[src/rtl/somador_pkg.sv]
// Shared definitions for the full-adder self-test.
//   bist_state_t : sequencer states
//   NUM_VECTORS  : size of the exhaustive {a,b,c} sweep
//   golden()     : reference full adder, returns {soma, vaium}
package somador_pkg;

    localparam int unsigned NUM_VECTORS = 8;

    typedef enum logic [2:0] {
        StIdle,
        StApply,
        StSettle,
        StCheck,
        StDone
    } bist_state_t;

    function automatic logic [1:0] golden(input logic a, input logic b, input logic c);
        return {a ^ b ^ c, (a & b) | (a & c) | (b & c)};
    endfunction

endpackage

[src/rtl/somador_bist_if.sv]
// Bundle between the self-test engine and its environment.
//   master : the BIST engine (drives a/b/c and status, receives start and adder outputs)
//   slave  : the environment (drives start and the adder outputs, observes status)
interface somador_bist_if #(
    parameter int unsigned ERR_W = 32
);
    logic             start;
    logic             a;
    logic             b;
    logic             c;
    logic             saida1;
    logic             saida2;
    logic             busy;
    logic             done;
    logic             pass;
    logic [ERR_W-1:0] errors;
    logic [2:0]       first_fail;
    logic [2:0]       vectornum;

    modport master (
        input  start, saida1, saida2,
        output a, b, c, busy, done, pass, errors, first_fail, vectornum
    );

    modport slave (
        output start, saida1, saida2,
        input  a, b, c, busy, done, pass, errors, first_fail, vectornum
    );
endinterface

[src/rtl/somador_ref.sv]
// Combinational golden full adder used by the self-test engine.
//   a, b, c : operand bits (c is carry-in)
//   soma    : expected sum
//   vaium   : expected carry-out
module somador_ref
    import somador_pkg::*;
(
    input  logic a,
    input  logic b,
    input  logic c,
    output logic soma,
    output logic vaium
);
    assign {soma, vaium} = golden(a, b, c);
endmodule

[src/rtl/somador_bist.sv]
// On-chip stimulus generator and response checker for the 1-bit full adder.
// Sweeps all {a,b,c} combinations N_PASSES times, compares the adder outputs
// with a golden model and reports a saturating error count.
//   clk, reset : clock and asynchronous active-high reset
//   bus.start  : run request (honoured only when idle or done)
//   bus.a/b/c  : stimulus to the adder; bus.saida1/saida2 : adder sum/carry
//   bus.busy, bus.done, bus.pass, bus.errors, bus.first_fail, bus.vectornum : status
module somador_bist
    import somador_pkg::*;
#(
    parameter int unsigned SETTLE_CYCLES = 1,
    parameter int unsigned N_PASSES      = 1,
    parameter int unsigned ERR_W         = 32
) (
    input logic            clk,
    input logic            reset,
    somador_bist_if.master bus
);
    localparam int unsigned SW = (SETTLE_CYCLES > 1) ? $clog2(SETTLE_CYCLES) : 1;
    localparam int unsigned PW = (N_PASSES > 1) ? $clog2(N_PASSES) : 1;

    bist_state_t      state_q;
    logic [SW-1:0]    settle_q;
    logic [PW-1:0]    pass_cnt_q;
    logic             a_q, b_q, c_q;
    logic             busy_q, done_q, pass_q;
    logic [ERR_W-1:0] errors_q;
    logic [2:0]       first_fail_q;
    logic [2:0]       vectornum_q;

    logic             soma, vaium, mismatch;
    logic [ERR_W-1:0] errors_inc;

    somador_ref u_ref (
        .a     (a_q),
        .b     (b_q),
        .c     (c_q),
        .soma  (soma),
        .vaium (vaium)
    );

    assign mismatch   = (bus.saida1 != soma) || (bus.saida2 != vaium);
    // Saturate rather than wrap so a heavy failure never reads as a pass.
    assign errors_inc = (&errors_q) ? errors_q : errors_q + ERR_W'(1);

    always_ff @(posedge clk or posedge reset) begin
        if (reset) begin
            state_q      <= StIdle;
            settle_q     <= '0;
            pass_cnt_q   <= '0;
            a_q          <= 1'b0;
            b_q          <= 1'b0;
            c_q          <= 1'b0;
            busy_q       <= 1'b0;
            done_q       <= 1'b0;
            pass_q       <= 1'b0;
            errors_q     <= '0;
            first_fail_q <= '0;
            vectornum_q  <= '0;
        end else begin
            unique case (state_q)
                StIdle, StDone: begin
                    if (bus.start) begin
                        errors_q     <= '0;
                        first_fail_q <= '0;
                        pass_q       <= 1'b0;
                        done_q       <= 1'b0;
                        vectornum_q  <= '0;
                        pass_cnt_q   <= '0;
                        busy_q       <= 1'b1;
                        state_q      <= StApply;
                    end
                end
                StApply: begin
                    {a_q, b_q, c_q} <= vectornum_q;
                    settle_q        <= SW'(SETTLE_CYCLES - 1);
                    state_q         <= StSettle;
                end
                StSettle: begin
                    if (settle_q == '0) begin
                        state_q <= StCheck;
                    end else begin
                        settle_q <= settle_q - SW'(1);
                    end
                end
                StCheck: begin
                    if (mismatch) begin
                        errors_q <= errors_inc;
                        // errors_q never returns to zero within a run, so zero means "first".
                        if (errors_q == '0) begin
                            first_fail_q <= {a_q, b_q, c_q};
                        end
                    end
                    if (vectornum_q != 3'(NUM_VECTORS - 1)) begin
                        vectornum_q <= vectornum_q + 3'd1;
                        state_q     <= StApply;
                    end else if (pass_cnt_q != PW'(N_PASSES - 1)) begin
                        vectornum_q <= '0;
                        pass_cnt_q  <= pass_cnt_q + PW'(1);
                        state_q     <= StApply;
                    end else begin
                        busy_q  <= 1'b0;
                        done_q  <= 1'b1;
                        pass_q  <= !mismatch && (errors_q == '0);
                        state_q <= StDone;
                    end
                end
                default: state_q <= StIdle;
            endcase
        end
    end

    assign bus.a          = a_q;
    assign bus.b          = b_q;
    assign bus.c          = c_q;
    assign bus.busy       = busy_q;
    assign bus.done       = done_q;
    assign bus.pass       = pass_q;
    assign bus.errors     = errors_q;
    assign bus.first_fail = first_fail_q;
    assign bus.vectornum  = vectornum_q;

endmodule

[src/flat_wrapper.sv]
// flat-port wrapper written by rule: the top's interface ports become plain ports
module somador_bist_flat import somador_pkg::*;
#(
    parameter int unsigned SETTLE_CYCLES = 1,
    parameter int unsigned N_PASSES      = 1,
    parameter int unsigned ERR_W         = 32
)
  (clk, reset, bus_start, bus_saida1, bus_saida2, bus_a, bus_b, bus_c, bus_busy, bus_done, bus_pass, bus_errors, bus_first_fail, bus_vectornum);
  somador_bist_if #(.ERR_W(ERR_W)) bus_i ();
  input logic clk;
  input logic reset;
  input wire logic [$bits(bus_i.start)-1:0] bus_start;
  input wire logic [$bits(bus_i.saida1)-1:0] bus_saida1;
  input wire logic [$bits(bus_i.saida2)-1:0] bus_saida2;
  output wire logic [$bits(bus_i.a)-1:0] bus_a;
  output wire logic [$bits(bus_i.b)-1:0] bus_b;
  output wire logic [$bits(bus_i.c)-1:0] bus_c;
  output wire logic [$bits(bus_i.busy)-1:0] bus_busy;
  output wire logic [$bits(bus_i.done)-1:0] bus_done;
  output wire logic [$bits(bus_i.pass)-1:0] bus_pass;
  output wire logic [$bits(bus_i.errors)-1:0] bus_errors;
  output wire logic [$bits(bus_i.first_fail)-1:0] bus_first_fail;
  output wire logic [$bits(bus_i.vectornum)-1:0] bus_vectornum;
  assign bus_i.start = bus_start;
  assign bus_i.saida1 = bus_saida1;
  assign bus_i.saida2 = bus_saida2;
  assign bus_a = bus_i.a;
  assign bus_b = bus_i.b;
  assign bus_c = bus_i.c;
  assign bus_busy = bus_i.busy;
  assign bus_done = bus_i.done;
  assign bus_pass = bus_i.pass;
  assign bus_errors = bus_i.errors;
  assign bus_first_fail = bus_i.first_fail;
  assign bus_vectornum = bus_i.vectornum;
  somador_bist #(.SETTLE_CYCLES(SETTLE_CYCLES), .N_PASSES(N_PASSES), .ERR_W(ERR_W)) u_core (.clk(clk), .reset(reset), .bus(bus_i));
endmodule
[config.mk]
export PLATFORM = sky130hd
export DESIGN_NAME = somador_bist_flat
export DESIGN_NICKNAME = d
export VERILOG_FILES = /design/src/rtl/somador_pkg.sv /design/src/rtl/somador_bist_if.sv /design/src/rtl/somador_ref.sv /design/src/rtl/somador_bist.sv /design/src/flat_wrapper.sv
export SDC_FILE = /design/constraint.sdc
export NUM_CORES = 1
export LEC_CHECK = 0
export CAP_MARGIN = 20
export CORE_ASPECT_RATIO = 1.1
export CORE_MARGIN = 5
export CORE_UTILIZATION = 50
export CTS_BUF_LIST = sky130_fd_sc_hd__clkbuf_4 sky130_fd_sc_hd__clkbuf_8
export CTS_CLUSTER_SIZE = 24
export DETAILED_ROUTE_END_ITERATION = 16
export PLACE_DENSITY = 0.75
export SYNTH_ARGS = -nofsm -noshare
export SYNTH_HDL_FRONTEND = slang
export SYNTH_SLANG_ARGS = --single-unit
[constraint.sdc]
create_clock -name clk -period 2.5 [get_ports clk]
set_clock_uncertainty 0.1 [all_clocks]
set_input_delay 0.5 -clock clk [delete_from_list [all_inputs] [get_ports clk]]
set_output_delay 0.5 -clock clk [all_outputs]
set_load 0.03 [all_outputs]
Word-level counts from Yosys, hierarchy flattened

Cells that the tools add are included.
W data, S select, Z words.

Bits in registers: 49
Output and inout bits: 44

Add/subtract/negate cells: 4
Equal/unequal tests: 15
Multiplexer cells: 32
Bitwise logic cells: 7
Reductions and logical operators: 15

Operators with widths:

| operator                | count |
|---|---|
| $mux W32                | 3 |
| $pmux W32 S2            | 1 |
| $add A32 B1 Y32 const B | 1 |
| $logic_not A32 Y1       | 1 |
| $reduce_and A32 Y1      | 1 |
| $mux W3                 | 9 |
| $pmux W3 S2             | 2 |
| $pmux W3 S4             | 1 |
| $reduce_and A4 Y1       | 3 |
| $mux W1                 | 11 |
| $ne A2 B2 Y1 const B    | 5 |
| $pmux W1 S2             | 5 |
| $eq A3 B2 Y1 const B    | 2 |
| $reduce_and A3 Y1       | 2 |
| $ne A2 B1 Y1 const B    | 2 |
| $reduce_bool A2 Y1      | 2 |
| $add A3 B1 Y3 const B   | 1 |
| $and A1 B1 Y1           | 3 |
| $eq A3 B1 Y1 const B    | 1 |
| $eq A3 B3 Y1 const B    | 1 |
| $logic_not A3 Y1        | 1 |
| $ne A3 B1 Y1 const B    | 1 |
| $ne A3 B3 Y1 const B    | 1 |
| $ne A1 B1 Y1            | 2 |
| other kinds (9)         | 11 |

Longest topological paths before layout

Depth after elaboration: 10
Depth in mapped cells: 9
Depth with buffers taken out: 7

Hierarchy

From an unflattened synthesis, not the netlist that was laid out.

Cells, all modules: 304
Area, all modules: 2726.4 um2

Modules (own cells, without submodules):

| module       | instances | cells each | area each (um2) | seq. area each (um2) |
|---|---|---|---|---|
| somador_bist | 1         | 303        | 2706.3          | 1176.1 |
| somador_ref  | 1         | 1          | 20.0            | 0.0 |

Least setup slack after synthesis

OpenSTA, ideal clock, no wires.

Kind: register to register
Start: register u_core.c_q, in the netlist u_core.bus.c
End: register u_core.errors_q[30], in the netlist u_core.bus.errors[30]
Setup time: 126 ps
Arrival time: 2361 ps
Data required time: 2274 ps
Setup slack: -87 ps
Cell stages (with the launch flop): 9
Buffers on the path: 2
Period minus slack after synthesis: 2587 ps
Path through: dfrtp_1 fa_1 xor2_1 o21ai_2 and2_1 buf_2 or2_1 buf_2 a221o_1

Cells in the longest elaborated chain, start to end: 7
Elaborated cells on any way between the ends: 10

Ends and longest elaborated chain:

| item                                   | RTL line           | RTL |
|---|---|---|
| start: declaration                     | somador_bist.sv:25 | `logic a_q, b_q, c_q;` |
| start signal: assignment               | somador_bist.sv:75 | `{a_q, b_q, c_q} <= vectornum_q;` |
| $and A1 B1 Y1                          | somador_pkg.sv:18  | `return {a ^ b ^ c, (a & b) \| (a & c) \| (b & c)};` |
| $or A1 B1 Y1 (2 in series)             | somador_pkg.sv:18  |  |
| $ne A1 B1 Y1                           | somador_bist.sv:42 | `assign mismatch = (bus.saida1 != soma) \|\| (bus.saida2 != vaium);` |
| $logic_or A1 B1 Y1 (*)                 | somador_bist.sv:42 |  |
| $ne A2 B1 Y1 (no source line) (*)      | n/a                |  |
| $reduce_and A4 Y1 (no source line) (*) | n/a                |  |
| end signal: assignment                 | somador_bist.sv:88 | `errors_q <= errors_inc;` |
| end: declaration                       | somador_bist.sv:27 | `logic [ERR_W-1:0] errors_q;` |

Every way passes the cells marked *; elsewhere a longest branch is shown, timed or not.
A chain may end at the register's enable or synchronous reset.

Worst setup path in the final report

Start: register u_core.b_q, in the netlist u_core.bus.b
End: register u_core.errors_q[20], in the netlist u_core.bus.errors[20]

Cells in the longest elaborated chain, start to end: 7
Elaborated cells on any way between the ends: 11

Ends and longest elaborated chain:

| item                                   | RTL line |
|---|---|
| start: declaration                     | somador_bist.sv:25 |
| start signal: assignment               | somador_bist.sv:75 |
| $and A1 B1 Y1                          | somador_pkg.sv:18 |
| $or A1 B1 Y1 (2 in series)             | somador_pkg.sv:18 |
| $ne A1 B1 Y1                           | somador_bist.sv:42 |
| $logic_or A1 B1 Y1 (*)                 | somador_bist.sv:42 |
| $ne A2 B1 Y1 (no source line) (*)      | n/a |
| $reduce_and A4 Y1 (no source line) (*) | n/a |

Marked as above.

==> impl_metrics.tcl <==
set metrics [dict create \
    finalHoldViolCount 0 \
    synth_edf_count 0 \
    critPathCaptureType "flip-flop" \
    rsz0062_at_grt "no" \
    synth_cell_types 51 \
    p_int_mw 1.76 \
    tritoncts "done" \
    layout.nets 381 \
    fin_crit_ns 2.36 \
    grt_max_degree 29 \
    start_util_pct 52.1 \
    cts.sinks 47 \
    required_ns 2.59 \
    worst_ep_arrival_time_ns 2.45 \
    drv_cap 0 \
    firstDrtPassIters 5 \
    synth_top_cell_area_share_pct 41.6 \
    crit_start "u_core.bus.b" \
    hold_buffers 0 \
    r2r_start "u_core.bus.b" \
    rows 28 \
    final_layout_size_suffix_gt1_share_pct 15.9 \
    syn2layout_area_growth_pct 28.6 \
    synth_area_mm2 0.00283 \
    switching_share_pct 44.7 \
    clk_pin_slew_ns 0.09 \
    io_pins 49 \
    syn-num-nets 319 \
    avgViaCountPerCell 6.27 \
    crit_type "flip-flop to flip-flop" \
    num_antenna_cells 0 \
    crit_fanout 7 \
    clk_latency_ns 0.31 \
    power.share.clock_pct 16.5 \
    cts_buffer_depth 2 \
    status "finished, final reports clean" \
    route.vias.total 2803 \
    async_flop_share_pct 100 \
    gp_congestion 0.886 \
    synth_cells 309 \
    seqPwrFrac_pct 33.2 \
    final_antenna_net_count 0 \
    htree_levels 2 \
    design_area_mm2 0.00364 \
    drt_wl_total_um 8100 \
    avgSynthCellArea_um2 9.15 \
    numCtsBuffers 5 \
    finalSetupTns_ns 0 \
    critPathLaunchType "flip-flop" \
    chipWidth_um 81.7 \
    min_path_type "flip-flop to flip-flop" \
    slew_headroom_pct 64.8 \
    portBuffers 48 \
    clock-root-buffer "clkbuf_8" \
    clock.fmax_mhz 423 \
    avgRoutedWirePerCell_um 18.1 \
    grt-ovfl-total 0 \
    synth_seq_cells 47 \
    track_usage_pct 24.1 \
    chipHeight_um 88.9 \
    p_comb_share_pct 50.3 \
    max-vdd-ir-drop_mv 0.858 \
    dieArea_mm2 0.00726 \
    finalMaxSlewViolations 0 \
    p_sw_mw 1.42 \
    synthFlopType "dfrtp_1" \
    placed_area_mm2 0.00351 \
    coreArea_mm2 0.00543 \
    route.detailed.drc 0 \
    yosys-top-cells-area "dfrtp_1 42%, o31ai_1 8.2%, nand2_1 4.1%" \
    grt_first_pass_wirelength_um 13500 \
    p_per_area_mw_per_mm2 875 \
    p_leak_nw 1.51 \
    fin_crit_sh_pct 94.5 \
    yosysSeqAreaShare_pct 41.6 \
    synth_top_cell_by_area "dfrtp_1" \
    grt_pass1_vias 2722 \
    yosysWarnings 0 \
    grt_antenna_before_repair 0 \
    setup_viol 0 \
    hp-start "u_core.state_q[2]" \
    worst_pin_slew_ns 0.524 \
    first_iter_violations 316 \
    place_hpwl_um 5830 \
]
[synthesized netlist by cell type, types with 5 or more instances]
| cell | count |
|---|---|
| o21ai_0 | 17 |
| nor3_1 | 9 |
| nor2_1 | 19 |
| nand2_1 | 31 |
| dfrtp_1 | 47 |
| clkbuf_1 | 7 |
| nor4_1 | 7 |
| o31ai_1 | 31 |
| inv_1 | 11 |
| mux2i_1 | 5 |
| a31oi_1 | 9 |
| and2_1 | 7 |
| nand3_1 | 23 |
| buf_2 | 8 |
| nand4_1 | 13 |
| a21oi_1 | 6 |
[flip-flops by register name (all words and copies together), names as in the netlist]
register / cells
u_core.bus.a: 1
u_core.bus.b: 1
u_core.bus.busy: 1
u_core.bus.c: 1
u_core.bus.done: 1
u_core.bus.errors: 32
u_core.bus.first_fail: 3
u_core.bus.pass: 1
u_core.bus.vectornum: 3
u_core.state_q: 3
[power by group through the flow]
stage	registers [mW]	logic [mW]	clock network, mW
5_1_grt	1.08	1.74	0.572
3_3_place_gp	1.06	1.55	0
4_1_cts	1.05	1.58	0.532
2_1_floorplan	1.23	0.884	0
6_report	1.06	1.60	0.524
3_5_place_dp	1.07	1.57	0
[cell type report]
type,count,area (um^2)
clock buffers,8,104
fillers,438,1790
inverters,11,41.3
multi-input cells,232,1530
flip-flops and latches,47,1180
well taps,75,93.8
repair buffers,74,688
[final timing paths]
kind,slack (ns),cells after the start,endpoint
max,0.14,6,u_core.bus.errors[20]
min,0.35,1,u_core.state_q[1]
max reg2reg,0.14,6,u_core.bus.errors[20]
min reg2reg,0.35,1,u_core.state_q[1]
max in group asynchronous,1.35,3,u_core.bus.c
min in group asynchronous,0.41,2,u_core.bus.errors[7]
[metrics by stage]
stage	hold WS, ns	setup slack, ns	total power [mW]	utilization (%)	instances
after floorplan	0.315	-0.0141	2.11	-	309
after global placement	0.322	0.0590	2.61	64.7	439
after detailed placement	0.337	0.0123	2.64	64.7	439
after CTS	0.353	0.0373	3.17	66.6	447
after global routing	0.374	0.00132	3.39	67.0	447
final	0.353	0.137	3.18	67.0	447
[layout by cell type, fill, tap and decap left out, types with 4 or more instances in the layout]
cell,count
mux2i_1,5
o21ai_0,17
nor2_1,18
and2_1,7
nand2_1,31
a21oi_1,6
o31ai_1,30
inv_1,10
nor3_1,8
a31oi_1,9
clkdlybuf4s50_1,48
nand4_1,13
clkbuf_8,7
nand3_1,22
buf_4,25
dfrtp_1,45
nor4_1,7
o41ai_1,4
ha_1,4
[worst max-delay path, stage by stage, from the launching register on]
cell	delay, ns
dfrtp_2	0.44
fa_1	0.55
xor2_1	0.22
o21ai_2	0.10
buf_4	0.18
or4b_1	0.54
mux2i_1	0.13
[kinds of logic after synthesis]
kind of cell,after synthesis,synth area share (%)
DFF,47,41.6
muxes,8,2.97
xor gates and xnor gates,3,0.930
and+or+nand+nor,131,26.4
buffers and inverters,30,4.87
AOI/OAI and AO/OA,85,20.8
adders and majority gates,5,2.48
[layer usage]
layer  GRT usage (%)  routed length [um]  vias to the layer above
li1                -                   -                     1298
met3            4.38                 536                       21
met4            9.82                 216                        0
met5               0                   0                        -
met1            32.9                3510                     1355
met2            38.0                3840                      129
[what timing repair did]
action                                 CTS  global route
setup endpoints to repair                0            13
gates resized for setup                  0             4
buffers inserted                         0             0
endpoints found under the hold margin    0             0
No activity file was read; power rests on OpenSTA's default activity.
